### config.mk
export PLATFORM = sky130hd
export DESIGN_NAME = alu_result_fifo_flat
export DESIGN_NICKNAME = d
export VERILOG_FILES = /design/src/rtl/alu_result_fifo_if.sv /design/src/rtl/alu_result_fifo.sv /design/src/flat_wrapper.sv
export SDC_FILE = /design/constraint.sdc
export NUM_CORES = 1
export LEC_CHECK = 0
export CAP_MARGIN = 5
export CORE_MARGIN = 8
export CORE_UTILIZATION = 40
export CTS_BUF_LIST = sky130_fd_sc_hd__clkbuf_16
export DETAILED_ROUTE_END_ITERATION = 7
export SLEW_MARGIN = 20
export SYNTH_ARGS = -nofsm -noshare
export SYNTH_HDL_FRONTEND = slang
export SYNTH_SLANG_ARGS = --single-unit
### constraint.sdc
create_clock -name clk -period 2.8 [get_ports clk]
set_clock_uncertainty 0.05 [all_clocks]
set_input_delay 0.56 -clock clk [delete_from_list [all_inputs] [get_ports clk]]
set_output_delay 0.56 -clock clk [all_outputs]
set_load 0.01 [all_outputs]
### src/rtl/alu_result_fifo_if.sv
// ---------------------------------------------------------------------------
// alu_result_fifo_if
//   Bundles the controller-side capture/commit signals and the consumer-side
//   valid/ready drain port of the ALU result FIFO, together with its status.
//
//   Modports:
//     master : the environment (ALU controller, datapath, consumer) driving
//              exec_en/rvalid/alu_result/alu_flags/out_ready/clear_err and
//              observing the FIFO head and status.
//     slave  : the FIFO itself.
//
//   Signals:
//     exec_en     EXECUTE cycle, capture ALU outputs
//     rvalid      MEM_WRITE cycle, commit the pending capture
//     alu_result  ALU datapath result          (DATA_W)
//     alu_flags   ALU status flags             (FLAG_W)
//     out_valid   head entry available
//     out_ready   consumer accepts head entry
//     out_data    head entry result            (DATA_W)
//     out_flags   head entry flags             (FLAG_W)
//     count       entries held, 0..DEPTH       ($clog2(DEPTH)+1)
//     full        count == DEPTH
//     empty       count == 0
//     overflow    sticky: a commit was dropped because the FIFO was full
//     seq_err     sticky: rvalid seen with no pending capture
//     clear_err   clears overflow and seq_err
// ---------------------------------------------------------------------------
interface alu_result_fifo_if #(
   parameter int DATA_W = 8,
   parameter int FLAG_W = 4,
   parameter int DEPTH  = 4
);
   logic                       exec_en;
   logic                       rvalid;
   logic [DATA_W-1:0]          alu_result;
   logic [FLAG_W-1:0]          alu_flags;
   logic                       out_valid;
   logic                       out_ready;
   logic [DATA_W-1:0]          out_data;
   logic [FLAG_W-1:0]          out_flags;
   logic [$clog2(DEPTH):0]     count;
   logic                       full;
   logic                       empty;
   logic                       overflow;
   logic                       seq_err;
   logic                       clear_err;

   modport master (
      output exec_en, rvalid, alu_result, alu_flags, out_ready, clear_err,
      input  out_valid, out_data, out_flags, count, full, empty, overflow, seq_err
   );

   modport slave (
      input  exec_en, rvalid, alu_result, alu_flags, out_ready, clear_err,
      output out_valid, out_data, out_flags, count, full, empty, overflow, seq_err
   );
endinterface

### src/rtl/alu_result_fifo.sv
// ---------------------------------------------------------------------------
// alu_result_fifo
//   Downstream stage of the ALU controller. The ALU result and flags are
//   captured on the EXECUTE cycle and committed into a small show-ahead FIFO
//   on the MEM_WRITE cycle. Entries drain over a valid/ready port. Dropped
//   commits and commits without a capture raise sticky status flags.
//
//   Ports:
//     clk      rising-edge clock
//     reset_n  asynchronous, active-low reset
//     bus      alu_result_fifo_if.slave (capture/commit inputs, drain port,
//              count/full/empty and sticky overflow/seq_err status)
// ---------------------------------------------------------------------------
module alu_result_fifo #(
   parameter int DATA_W = 8,
   parameter int FLAG_W = 4,
   parameter int DEPTH  = 4
) (
   input logic              clk,
   input logic              reset_n,
   alu_result_fifo_if.slave bus
);
   localparam int PTR_W = $clog2(DEPTH);
   localparam int CNT_W = PTR_W + 1;
   localparam int ENT_W = DATA_W + FLAG_W;

   logic [DATA_W-1:0] cap_data_q,  cap_data_d;
   logic [FLAG_W-1:0] cap_flags_q, cap_flags_d;
   logic              cap_valid_q, cap_valid_d;
   logic [ENT_W-1:0]  mem_q [DEPTH];
   logic [ENT_W-1:0]  mem_d [DEPTH];
   logic [PTR_W-1:0]  wr_ptr_q, wr_ptr_d;
   logic [PTR_W-1:0]  rd_ptr_q, rd_ptr_d;
   logic [CNT_W-1:0]  count_q, count_d;
   logic              overflow_q, overflow_d;
   logic              seq_err_q, seq_err_d;

   logic              is_empty;
   logic              is_full;
   logic              pop;
   logic              commit_req;
   logic              push;
   logic              drop;
   logic [ENT_W-1:0]  head;

   // Full/empty come from the occupancy counter so that equal pointers are
   // never ambiguous.
   assign is_empty = (count_q == '0);
   assign is_full  = (count_q == CNT_W'(DEPTH));
   assign head     = mem_q[rd_ptr_q];

   // A pop while full frees a slot in the same edge, so a simultaneous commit
   // is still accepted; only a commit into a full FIFO without a pop drops.
   always_comb begin
      pop        = !is_empty && bus.out_ready;
      commit_req = bus.rvalid && cap_valid_q;
      push       = commit_req && (!is_full || pop);
      drop       = commit_req && !push;
   end

   always_comb begin
      cap_data_d  = cap_data_q;
      cap_flags_d = cap_flags_q;
      cap_valid_d = cap_valid_q;
      mem_d       = mem_q;
      wr_ptr_d    = wr_ptr_q;
      rd_ptr_d    = rd_ptr_q;
      count_d     = count_q + CNT_W'(push) - CNT_W'(pop);
      overflow_d  = overflow_q;
      seq_err_d   = seq_err_q;

      // The commit always consumes the old capture; a new exec_en in the
      // same cycle reloads the capture and keeps it pending.
      if (bus.rvalid) begin
         cap_valid_d = 1'b0;
      end
      if (bus.exec_en) begin
         cap_data_d  = bus.alu_result;
         cap_flags_d = bus.alu_flags;
         cap_valid_d = 1'b1;
      end

      if (push) begin
         mem_d[wr_ptr_q] = {cap_flags_q, cap_data_q};
         wr_ptr_d        = wr_ptr_q + PTR_W'(1);
      end
      if (pop) begin
         rd_ptr_d = rd_ptr_q + PTR_W'(1);
      end

      // Set events take priority over clear_err.
      if (bus.clear_err) begin
         overflow_d = 1'b0;
         seq_err_d  = 1'b0;
      end
      if (drop) begin
         overflow_d = 1'b1;
      end
      if (bus.rvalid && !cap_valid_q) begin
         seq_err_d = 1'b1;
      end
   end

   always_ff @(posedge clk or negedge reset_n) begin
      if (!reset_n) begin
         cap_data_q  <= '0;
         cap_flags_q <= '0;
         cap_valid_q <= 1'b0;
         for (int i = 0; i < DEPTH; i++) begin
            mem_q[i] <= '0;
         end
         wr_ptr_q    <= '0;
         rd_ptr_q    <= '0;
         count_q     <= '0;
         overflow_q  <= 1'b0;
         seq_err_q   <= 1'b0;
      end else begin
         cap_data_q  <= cap_data_d;
         cap_flags_q <= cap_flags_d;
         cap_valid_q <= cap_valid_d;
         mem_q       <= mem_d;
         wr_ptr_q    <= wr_ptr_d;
         rd_ptr_q    <= rd_ptr_d;
         count_q     <= count_d;
         overflow_q  <= overflow_d;
         seq_err_q   <= seq_err_d;
      end
   end

   // Head outputs read zero whenever nothing is held, so stale slots never
   // show through.
   assign bus.out_valid = !is_empty;
   assign bus.out_data  = is_empty ? '0 : head[DATA_W-1:0];
   assign bus.out_flags = is_empty ? '0 : head[ENT_W-1:DATA_W];
   assign bus.count     = count_q;
   assign bus.full      = is_full;
   assign bus.empty     = is_empty;
   assign bus.overflow  = overflow_q;
   assign bus.seq_err   = seq_err_q;
endmodule

### src/flat_wrapper.sv
// flat-port wrapper written by rule: the top's interface ports become plain ports
module alu_result_fifo_flat 
#(
   parameter int DATA_W = 8,
   parameter int FLAG_W = 4,
   parameter int DEPTH  = 4
)
  (clk, reset_n, bus_exec_en, bus_rvalid, bus_alu_result, bus_alu_flags, bus_out_ready, bus_clear_err, bus_out_valid, bus_out_data, bus_out_flags, bus_count, bus_full, bus_empty, bus_overflow, bus_seq_err);
  alu_result_fifo_if #(.DATA_W(DATA_W), .FLAG_W(FLAG_W), .DEPTH(DEPTH)) bus_i ();
  input logic clk;
  input logic reset_n;
  input wire logic [$bits(bus_i.exec_en)-1:0] bus_exec_en;
  input wire logic [$bits(bus_i.rvalid)-1:0] bus_rvalid;
  input wire logic [$bits(bus_i.alu_result)-1:0] bus_alu_result;
  input wire logic [$bits(bus_i.alu_flags)-1:0] bus_alu_flags;
  input wire logic [$bits(bus_i.out_ready)-1:0] bus_out_ready;
  input wire logic [$bits(bus_i.clear_err)-1:0] bus_clear_err;
  output wire logic [$bits(bus_i.out_valid)-1:0] bus_out_valid;
  output wire logic [$bits(bus_i.out_data)-1:0] bus_out_data;
  output wire logic [$bits(bus_i.out_flags)-1:0] bus_out_flags;
  output wire logic [$bits(bus_i.count)-1:0] bus_count;
  output wire logic [$bits(bus_i.full)-1:0] bus_full;
  output wire logic [$bits(bus_i.empty)-1:0] bus_empty;
  output wire logic [$bits(bus_i.overflow)-1:0] bus_overflow;
  output wire logic [$bits(bus_i.seq_err)-1:0] bus_seq_err;
  assign bus_i.exec_en = bus_exec_en;
  assign bus_i.rvalid = bus_rvalid;
  assign bus_i.alu_result = bus_alu_result;
  assign bus_i.alu_flags = bus_alu_flags;
  assign bus_i.out_ready = bus_out_ready;
  assign bus_i.clear_err = bus_clear_err;
  assign bus_out_valid = bus_i.out_valid;
  assign bus_out_data = bus_i.out_data;
  assign bus_out_flags = bus_i.out_flags;
  assign bus_count = bus_i.count;
  assign bus_full = bus_i.full;
  assign bus_empty = bus_i.empty;
  assign bus_overflow = bus_i.overflow;
  assign bus_seq_err = bus_i.seq_err;
  alu_result_fifo #(.DATA_W(DATA_W), .FLAG_W(FLAG_W), .DEPTH(DEPTH)) u_core (.clk(clk), .reset_n(reset_n), .bus(bus_i));
endmodule
Word-level counts from Yosys, hierarchy flattened
Cells that the tools add are included.
{ "totals": {"regBits": 70, "inputBits": 18, "wordCells": 50} }
{ "op_classes": {"add_sub_neg": 4, "n_lt_le_gt_ge": 3, "eq_ne": 1, "muxes": 13, "bitwise": 2, "reduce_logical": 15} }
{ "ops": {"columns": ["op", "count"], "rows": [
  ["bitwise mux 48 bit", 1],
  ["2-to-1 mux 12 bit", 3],
  ["binary-select mux 12 bit (select 2 bit)", 1],
  ["demux 12 bit (select 2 bit)", 1],
  ["2-to-1 mux 8 bit", 1],
  ["greater-or-equal comparator 3 bit (second input constant)", 2],
  ["logical AND 1 bit", 6],
  ["inverter 2 -> 3 bit", 2],
  ["nonzero test 2 bit", 3],
  ["2-to-1 mux 1 bit", 5],
  ["adder 2 x 1 -> 2 bit (second input constant)", 2],
  ["logical NOT 1 bit", 4],
  ["2-to-1 mux 4 bit", 1],
  ["adder 3 x 1 -> 3 bit", 1],
  ["equality test 3 bit (second input constant)", 1],
  ["logical NOT 3 bit", 1],
  ["less-than comparator 3 x 1 -> 1 bit (second input constant)", 1],
  ["subtractor 3 x 1 -> 3 bit", 1],
  ["logical OR 1 bit", 1]
]} }

Logic depth before layout (Yosys ltp)
Gate-level depths: netlist of the first run.
{ "depth": {"word_depth": 8, "depth_mapped": 8} }

Worst setup path before layout of the first run
Ideal clock, no wire load.
{ "synth_timing": {"path_type": "register to register", "startpoint": "register u_core.count_q[0] (netlist: u_core.bus.count[0])", "endpoint": "register u_core.count_q[2] (netlist: u_core.bus.count[2])", "arrival_ns": 2.283, "t_required_ns": 2.623, "setup_slack_ns": 0.340, "stages_incl_launch_ff": 9, "n_path_buf": 0, "synth_period_minus_slack_ns": 2.460, "path_cell_list": "dfrtp_1 or3_2 and2_1 ha_1 inv_1 ha_1 fa_1 xor2_1 xnor2_1"} }
{ "synth_via": {"elab_chain_cells": 7, "word_cells_on_any_way": 9, "classes_between": "add/sub: 2; eq/ne: 1; reduce/logical: 6"} }
{ "synth_rtl": {"columns": ["item", "line", "source"], "rows": [
  ["from (decl)", "alu_result_fifo.sv:34", "logic [CNT_W-1:0] count_q, count_d;"],
  ["from (signal assigned)", "alu_result_fifo.sv:124", "count_q <= count_d;"],
  ["logical NOT 3 bit (*)", "alu_result_fifo.sv:48", "assign is_empty = (count_q == '0);"],
  ["logical NOT 1 bit (*)", "alu_result_fifo.sv:55", "pop = !is_empty && bus.out_ready;"],
  ["logical AND 1 bit (*)", "alu_result_fifo.sv:55", null],
  ["via u_core.pop", "alu_result_fifo.sv:40", "logic pop;"],
  ["logical OR 1 bit", "alu_result_fifo.sv:57", "push = commit_req && (!is_full || pop);"],
  ["logical AND 1 bit", "alu_result_fifo.sv:57", null],
  ["adder 3 x 1 -> 3 bit", "alu_result_fifo.sv:68", "count_d = count_q + CNT_W'(push) - CNT_W'(pop);"],
  ["subtractor 3 x 1 -> 3 bit (*)", "alu_result_fifo.sv:68", null],
  ["via u_core.count_d[2]", "alu_result_fifo.sv:34", null]
]} }
The timed path passes the listed nets; every way through them passes the cells marked *.
A chain may end at the register's enable or synchronous reset.

Worst setup path in the final report of the first run
{ "layout_timing": {"startpoint": "register u_core.count_q[0] (netlist: u_core.bus.count[0])", "endpoint": "output bus_out_flags[0]"} }
{ "layout_via": {"elab_chain_cells": 2} }
{ "layout_rtl": {"columns": ["item", "line", "source"], "rows": [
  ["logical NOT 3 bit", "alu_result_fifo.sv:48", null],
  ["2-to-1 mux 4 bit", "alu_result_fifo.sv:134", "assign bus.out_flags = is_empty ? '0 : head[ENT_W-1:DATA_W];"],
  ["to (decl)", "flat_wrapper.sv:20", "output wire logic [$bits(bus_i.out_flags)-1:0] bus_out_flags;"]
]} }
Every way passes these cells.

==> metrics.yaml, run 1 <==
floorplanning:
  die_h_um: 107.0
  core_area_mm2: 0.008134
  ioPinCount: 38
  initial_core_util_pct: 40.72
  dieArea_mm2: 0.01145
  rows: 33
  die_w_um: 107.0
layout:
  nNetsFinal: 278
  post-route-util_pct: 50.76
  num_antenna_cells: 0
  final_area_mm2: 0.004129
  syn_to_final_growth_pct: 24.67
  drive_gt1_share_pct: 41.63
  fillers: 676
clocking:
  clk_pin_slew_ps: 60
  numClockSinks: 70
  clk_path_buf_depth: 2
  worstSkewPairLatency_ps: 320
  cts_setup_buffers: 0
  ctsHoldBuffers: 0
  htreeDepth: 3
  cts_buffers: 9
  root_buffer: "clkbuf_16"
  cts_tree: "yes"
sta:
  clock.fmax_mhz: 369.0
  slew_viol_final: 0
  setup_viol: 0
  setup-tns-final_ps: 0
  rsz0062_at_grt: "false"
  max_slew.worst_pin.slew_ps: 567.4
  period_share_pct: 96.79
  hold_violations: 0
  layout_min_cycle_time_ps: 2710
  slew_headroom_pct: 62.17
logic_synthesis:
  ys_warn_count: 0
  ys_types: 25
  ys_seq_area_share_pct: 52.89
  ys_seq_elements: 70
  syn_inst: 200
  syn_area_per_cell_um2: 16.56
  synth_nets: 225
  syn_area_mm2: 0.003312
detailed_routing:
  wl_per_cell_um: 18.04
  routed_wl_um: 6530
  num_vias: 1723
  detailedRoute.firstIterationViolations: 67
  final_antenna_net_count: 0
  drcViolationCount: 0
  vias_per_cell: 4.760
  dr.pass1.iters: 4
grt:
  grt_first_pass_wirelength_um: 10820
  track_usage_pct: 12.39
  grt_pass1_vias: 1981
  gr-total-overflow: 0
  antenna_found_initial: 0
  grt_max_degree: 48
worst_hold_path:
  min_path_type: "in2async"
worst_setup_path:
  worstSetupStartpointType: "flip-flop"
  worstPathMaxFanout: 15
  crit_arrival_ps: 2100
  critPathKind: "reg2out"
  end_kind: "output port"
  worstPathRequired_ps: 2190
run:
  cap_violations: 0
run_status:
  status: "complete, no violations"
power:
  power_density_mw_per_mm2: 1186
  power_leakage_uw: 0.001825
  pwr-share-seq_pct: 35.3
  comb_power_share_pct: 44.5
  switching_share_pct: 28.91
  ir_drop_mv: 0.4130
  p_int_uw: 3482
  p_clk_share_pct: 20.2
  power.switching_uw: 1416
placement:
  dpl-instance-area_mm2: 0.003869
  dp_hpwl_um: 4260
  port_buffers: 37
  gp_congestion: 0.7300
worst paths after layout:
check	startpoint	to	slack [ps]	cells past startpoint
max	u_core.bus.count[0]	bus_out_flags[0]	90	4
min	reset_n	u_core.cap_data_q[2]	170	1
max reg2reg	u_core.bus.count[0]	u_core.bus.count[2]	370	8
min reg2reg	u_core.cap_valid_q	u_core.bus.seq_err	420	1
max in group asynchronous	reset_n	u_core.rd_ptr_q[0]	1850	2
min in group clk	u_core.cap_valid_q	u_core.bus.seq_err	420	1
routing by layer:
layer / share of wire [%] / vias to the layer above / wire (um) / global-route usage (%)
li1: - / 813 / - / -
met1: 48 / 877 / 3132 / 15.44
met2: 48 / 24 / 3107 / 19.58
met3: 2.9 / 9 / 191 / 3.959
met4: 1.5 / 0 / 97 / 4.824
met5: 0 / - / 0 / 0
sequential cells by signal, summed over array words and instances, names as in the netlist:
signal	flops
u_core.bus.count	3
u_core.cap_valid_q	1
u_core.bus.overflow	1
u_core.cap_flags_q	4
u_core.wr_ptr_q	2
u_core.bus.seq_err	1
u_core.mem_q	48
u_core.cap_data_q	8
u_core.rd_ptr_q	2
metrics by stage:
step	power [uW]	worst slack [ps]	hold slack [ps]	instances
4_1_cts	4986	32.97	187.7	362
5_1_grt	5197	9.690	203.8	362
3_5_place_dp	3959	208.3	417.7	347
6_report	4898	89.91	174.0	362
2_1_floorplan	3124	340.0	214.4	200
3_3_place_gp	3926	228.8	408.3	347
cell usage in the layout (no fill, tap or decap), types with 3 or more instances in the layout:
cell type / instances
nor3b_2: 4
mux2_4: 40
inv_1: 10
clkbuf_16: 9
and2_1: 13
ha_1: 6
clkdlybuf4s50_1: 35
mux4_2: 12
buf_4: 12
mux2_2: 21
xnor2_1: 3
dfrtp_1: 69
power by group through the flow:
stage / clock (uW) / sequential (uW) / combinational [uW]
final: 987 / 1730 / 2180
after floorplan: 0 / 1660 / 1470
after CTS: 1020 / 1730 / 2240
after global routing: 1060 / 1790 / 2350
after global placement: 0 / 1730 / 2200
after detailed placement: 0 / 1730 / 2220
critical path: stages, from the launching register on:
cell and delay (ps):
dfrtp_1 420, or3_2 510, buf_4 210, and2_1 150, clkdlybuf4s50_1 470
layout make-up:
| class | count | area, um^2 | share of cell area [%] |
|---|---|---|---|
| Sequential cell | 70 | 1753 | 42.45 |
| Timing Repair Buffer | 51 | 498.0 | 12.06 |
| Clock inverter | 6 | 31.28 | 0.7576 |
| Clock buffer | 9 | 225.2 | 5.455 |
| Inverter | 9 | 33.78 | 0.8182 |
| Tap cell | 105 | 131.4 | 3.182 |
| Multi-Input combinational cell | 112 | 1456 | 35.27 |
synth_stat cells:
cell type	instances	area share, %
buf_6	4	1.4
a22o_1	1	0.26
fa_1	1	0.60
dfrtp_1	70	53
clkbuf_1	1	0.11
mux4_2	12	8.2
nand2_1	1	0.11
nor3b_2	4	1.5
o2bb2ai_1	1	0.26
buf_4	1	0.23
and3_1	1	0.19
mux2_2	21	7.1
or3_2	1	0.23
a21o_1	1	0.23
buf_1	1	0.11
mux2_4	40	18
xnor2_1	3	0.79
inv_1	9	1.0
ha_1	6	2.3
and2_1	13	2.5
nand3_1	1	0.15
buf_2	2	0.30
nor4b_4	1	0.72
xor2_1	2	0.53
nor2_1	2	0.23
timing repair:
| action | 4_1_cts | 5_1_grt |
|---|---|---|
| endpoints found under the hold margin | 0 | 0 |
| resized for setup | 0 | 2 |
| setup endpoints to repair | 0 | 2 |
cell families after synthesis:
logic type               count (synthesis)  share of synthesized area (%)
buffers and inverters                   18                          3.135
flip-flops                              70                          52.89
AND/OR/NAND/NOR                         24                          5.591
adder cells (fa/ha/maj)                  7                          2.871
AO/OA/AOI/OAI                            3                         0.7558
XOR/XNOR                                 5                          1.322
multiplexers                            73                          33.43
Power figures use the tool's default switching activity.
==> run 2, diff against run 1 <==
--- a/config.mk
+++ b/config.mk
@@ -6,10 +6,13 @@
 export NUM_CORES = 1
 export LEC_CHECK = 0
 export CAP_MARGIN = 5
+export CELL_PAD_IN_SITES_DETAIL_PLACEMENT = 1
+export CELL_PAD_IN_SITES_GLOBAL_PLACEMENT = 1
 export CORE_MARGIN = 8
 export CORE_UTILIZATION = 40
 export CTS_BUF_LIST = sky130_fd_sc_hd__clkbuf_16
 export DETAILED_ROUTE_END_ITERATION = 7
+export PLACE_DENSITY_LB_ADDON = 0.1
 export SLEW_MARGIN = 20
 export SYNTH_ARGS = -nofsm -noshare
 export SYNTH_HDL_FRONTEND = slang
==> metrics.yaml, run 2 (same netlist as run 1, synthesis figures left out) <==
power:
  pwr-share-seq_pct: 34.0
  p_clk_share_pct: 22.5
  power_leakage_uw: 0.001833
  power_density_mw_per_mm2: 1213
  power.switching_uw: 1475
  finalPower_uw: 5062
  p_int_uw: 3587
  ir_drop_mv: 0.4761
  comb_power_share_pct: 43.6
  switching_share_pct: 29.14
run_status:
  status: "complete, no violations"
layout:
  largest_reg_flops: 48
  reg_top3: "u_core.mem_q (48), u_core.cap_data_q (8), u_core.cap_flags_q (4)"
  syn_to_final_growth_pct: 26.03
  mostFrequentLayoutCells: "dfrtp_1, mux2_4, clkdlybuf4s50_1, mux2_2, buf_4"
  drive_gt1_share_pct: 42.69
  nNetsFinal: 280
  num_antenna_cells: 0
  final_common_cell: "dfrtp_1"
  top_register: "u_core.mem_q"
worst_hold_path:
  min_path_type: "in2async"
detailed_routing:
  detailedRoute.firstIterationViolations: 94
  wl_per_cell_um: 18.82
  final_antenna_net_count: 0
  vias_per_cell: 4.989
  routed_wl_um: 6871
  num_vias: 1821
  dr.pass1.iters: 4
  drcViolationCount: 0
worst_setup_path:
  timing.rr.end: "u_core.bus.count[2]"
  rrSetupSlack_ps: 350
  worstPathMaxFanout: 15
  critPathKind: "reg2out"
  r2r_cells: 8
  worstSetupStartpointType: "flip-flop"
  worstPathRequired_ps: 2190
  crit_arrival_ps: 2110
  end_kind: "output port"
  timing.rr.start: "u_core.bus.count[0]"
clocking:
  root_buffer: "clkbuf_16"
  cts_buffers: 9
  htreeDepth: 3
  numClockSinks: 70
  clk_path_buf_depth: 2
  clk_pin_slew_ps: 60
  worstSkewPairLatency_ps: 330
  cts_tree: "yes"
  cts_setup_buffers: 0
floorplanning:
  core_area_mm2: 0.008134
  dieArea_mm2: 0.01145
  initial_core_util_pct: 40.72
  die_w_um: 107.0
  rows: 33
  die_h_um: 107.0
  ioPinCount: 38
sta:
  setup-tns-final_ps: 0
  max_slew.worst_pin.slew_ps: 506.7
  slew_headroom_pct: 66.22
  rsz0062_at_grt: "false"
  slew_viol_final: 0
  holdWs_ps: 145.6
  setup_viol: 0
  hold_violations: 0
  clock.fmax_mhz: 367.8
  layout_min_cycle_time_ps: 2719
  period_share_pct: 97.10
grt:
  grt_first_pass_wirelength_um: 11540
  antenna_found_initial: 0
  track_usage_pct: 13.18
  grt_pass1_vias: 2125
  gr-total-overflow: 0
  grt_max_degree: 51
placement:
  dp_hpwl_um: 4350
  port_buffers: 37
  gp_congestion: 0.7161
run:
  cap_violations: 0
[run 2: final cells by class]
cell class	instances	area (um^2)
tap	105	131.4
sequential	70	1752
multi-input combinational	112	1456
fill	796	3960
inverter	9	33.78
clock buffer	9	225.2
clock inverter	7	73.82
timing repair buffer	53	501.7
[run 2: power by group through the flow]
stage | clock network [uW] | logic [uW] | registers [uW]
detailed placement | 0 | 2230 | 1730
finish | 1140 | 2200 | 1720
floorplan | 0 | 1470 | 1660
global placement | 0 | 2210 | 1720
CTS | 1170 | 2250 | 1730
global route | 1200 | 2390 | 1780
[run 2: what timing repair did]
item | 4_1_cts | 5_1_grt
endpoints found under the setup margin | 0 | 3
hold buffers | 0 | 0
gates resized for setup | 0 | 1
[run 2: metrics by stage]
stage / cells / setup WS [ps] / util, % / area [um^2]
after global placement: 349 / 231.5 / 47.59 / 3871
after CTS: 365 / 15.78 / 51.27 / 4170
after global routing: 365 / 29.42 / 51.32 / 4174
final: 365 / 81.17 / 51.32 / 4174
after floorplan: 200 / 340.0 / - / 3312
after detailed placement: 349 / 193.3 / 47.59 / 3871
[run 2: critical path: stages, from the launching register on]
cell and delay (ps):
dfrtp_1 430, or3_2 500, buf_4 210, and2_1 170, clkdlybuf4s50_1 480
[run 2: how the worst max path moves through the flow]
stage / start / endpoint / slack (ps) / cells past startpoint
final: u_core.bus.count[0] / bus_out_data[7] / 80 / 4
after global routing: u_core.bus.count[0] / bus_out_data[3] / 30 / 4
after CTS: u_core.rd_ptr_q[0] / bus_out_flags[3] / 20 / 4
after detailed placement: bus_out_ready / u_core.bus.count[2] / 190 / 8
after global placement: bus_out_ready / u_core.bus.count[2] / 230 / 8
after floorplan: u_core.bus.count[0] / u_core.bus.count[2] / 340 / 8
[run 2: metal layers]
| layer | global-route usage (%) | share of wire [%] | up-vias | routed length [um] |
|---|---|---|---|---|
| li1 | - | - | 819 | - |
| met1 | 18.06 | 49 | 958 | 3356 |
| met2 | 19.18 | 46 | 35 | 3149 |
| met3 | 3.299 | 3.8 | 9 | 258 |
| met4 | 6.030 | 1.6 | 0 | 107 |
| met5 | 0 | 0 | - | 0 |
==> run 3, diff against run 2 <==
--- a/config.mk
+++ b/config.mk
@@ -5,12 +5,14 @@
 export SDC_FILE = /design/constraint.sdc
 export NUM_CORES = 1
 export LEC_CHECK = 0
+export ABC_CLOCK_PERIOD_IN_PS = 3200
 export CAP_MARGIN = 5
 export CELL_PAD_IN_SITES_DETAIL_PLACEMENT = 1
 export CELL_PAD_IN_SITES_GLOBAL_PLACEMENT = 1
 export CORE_MARGIN = 8
 export CORE_UTILIZATION = 40
 export CTS_BUF_LIST = sky130_fd_sc_hd__clkbuf_16
+export CTS_CLUSTER_DIAMETER = 200
 export DETAILED_ROUTE_END_ITERATION = 7
 export PLACE_DENSITY_LB_ADDON = 0.1
 export SLEW_MARGIN = 20
==> constraint.sdc (replaced) <==
create_clock -name clk -period 3.2 [get_ports clk]
set_clock_uncertainty 0.05 [all_clocks]
set_input_delay 0.64 -clock clk [delete_from_list [all_inputs] [get_ports clk]]
set_output_delay 0.64 -clock clk [all_outputs]
set_load 0.01 [all_outputs]
==> metrics.yaml, run 3 (same netlist as run 1, synthesis figures left out) <==
run_status:
  status: "complete, no violations"
worst_setup_path:
  crit_slowest_cell: "dfrtp_1"
  r2r_cells: 8
  critPathMaxStageDelay_ps: 550
  path_delay_family: "buffers and inverters"
  end_kind: "output port"
  path_cells: "buf_12 -> mux4_2 -> and2_1 -> clkdlybuf4s50_1"
  crit_buf_inv: 2
  critPathKind: "reg2out"
  timing.rr.end: "u_core.bus.count[2]"
  crit_arrival_ps: 2230
  worstSetupStartpointType: "flip-flop"
  worstPathMaxFanout: 10
  rrSetupSlack_ps: 480
  worstPathRequired_ps: 2510
  timing.rr.start: "u_core.bus.count[0]"
detailed_routing:
  num_vias: 1812
  vias_per_cell: 5.047
  detailedRoute.firstIterationViolations: 21
  final_antenna_net_count: 0
  dr.pass1.iters: 4
  drcViolationCount: 0
  wl_met1_um: 3223
  wl_per_cell_um: 19.00
  routed_wl_um: 6820
  route.met3.wl_um: 341
  wl_met2_um: 3168
  highest_layer: "met4"
placement:
  gp_congestion: 0.7281
  dp_hpwl_um: 4417
  port_buffers: 37
sta:
  hold_violations: 0
  period_share_pct: 91.19
  layout_min_cycle_time_ps: 2918
  setup-tns-final_ps: 0
  setup_viol: 0
  clock.fmax_mhz: 342.7
  slew_viol_final: 0
  slew_headroom_pct: 41.78
  max_slew.worst_pin.slew_ps: 870.5
  rsz0062_at_grt: "false"
layout:
  reg_top3: "u_core.mem_q (48), u_core.cap_data_q (8), u_core.cap_flags_q (4)"
  drive_gt1_share_pct: 40.94
  largest_reg_flops: 48
  final_common_cell: "dfrtp_1"
  mostFrequentLayoutCells: "dfrtp_1, mux2_4, clkdlybuf4s50_1, mux2_2, and2_1"
  top_register: "u_core.mem_q"
  num_antenna_cells: 0
  nNetsFinal: 274
  syn_to_final_growth_pct: 24.44
clocking:
  cts_tree: "yes"
  clk_path_buf_depth: 2
  htreeDepth: 3
  ctsHoldBuffers: 0
  worstSkewPairLatency_ps: 320
  cts-resized-gates: 0
  cts_buffers: 9
  cts_setup_buffers: 0
  root_buffer: "clkbuf_16"
  numClockSinks: 70
  clk_pin_slew_ps: 60
floorplanning:
  core_area_mm2: 0.008134
  ioPinCount: 38
  die_h_um: 107.0
  rows: 33
  die_w_um: 107.0
  dieArea_mm2: 0.01145
  initial_core_util_pct: 40.72
grt:
  antenna_found_initial: 0
  grt_first_pass_wirelength_um: 11790
  track_usage_pct: 13.35
  grt_max_degree: 43
  grt_pass1_vias: 2162
  gr-total-overflow: 0
power:
  power_leakage_uw: 0.001823
  ir_drop_mv: 0.5908
  finalPower_uw: 4374
  power_density_mw_per_mm2: 1061
run:
  cap_violations: 0
worst_hold_path:
  min_path_type: "in2async"
run 3: power breakdown:
part | internal [uW] | switching, uW
logic | 1260 | 652
clock network | 591 | 351
registers | 1270 | 254
total | 3120 | 1260
run 3: final cells by class:
cell class,instances,area (um^2)
clock buffers,9,225.2
clock inverters,7,57.56
fillers,800,4013
inverters,9,33.78
multi-input cells,112,1456
flip-flops and latches,70,1752
well taps,105,131.4
repair buffers,47,465.4
run 3: worst register-to-register path, cell delays in order (launching register included):
cell and delay, ps:
dfrtp_1 420, or3_2 680, and2_1 270, ha_1 270
inv_1 40, ha_1 180, fa_1 370, xor2_1 170
xnor2_1 140
run 3: worst max-delay path by stage:
stage,startpoint,end,cells past startpoint
3_3_place_gp,u_core.bus.count[0],u_core.bus.count[2],8
5_1_grt,u_core.rd_ptr_q[0],bus_out_flags[3],4
3_5_place_dp,u_core.bus.count[0],u_core.bus.count[2],8
4_1_cts,u_core.rd_ptr_q[0],bus_out_data[0],4
6_report,u_core.rd_ptr_q[0],bus_out_flags[3],4
2_1_floorplan,u_core.bus.count[0],u_core.bus.count[2],8
run 3: layer usage:
| layer | track usage (%) | up-vias |
|---|---|---|
| li1 | - | 806 |
| met1 | 17.53 | 963 |
| met2 | 20.16 | 37 |
| met3 | 4.199 | 6 |
| met4 | 5.126 | 0 |
| met5 | 0 | - |
run 3: metrics by stage:
stage	worst slack [ps]	hold WS, ps	utilization [%]	area (um^2)	instances
2_1_floorplan	740.0	294.4	-	3312	200
3_3_place_gp	544.6	404.9	47.19	3839	343
3_5_place_dp	470.1	419.9	47.19	3839	343
4_1_cts	223.1	325.7	50.67	4121	359
5_1_grt	176.9	366.5	50.67	4121	359
6_report	281.9	303.2	50.67	4121	359
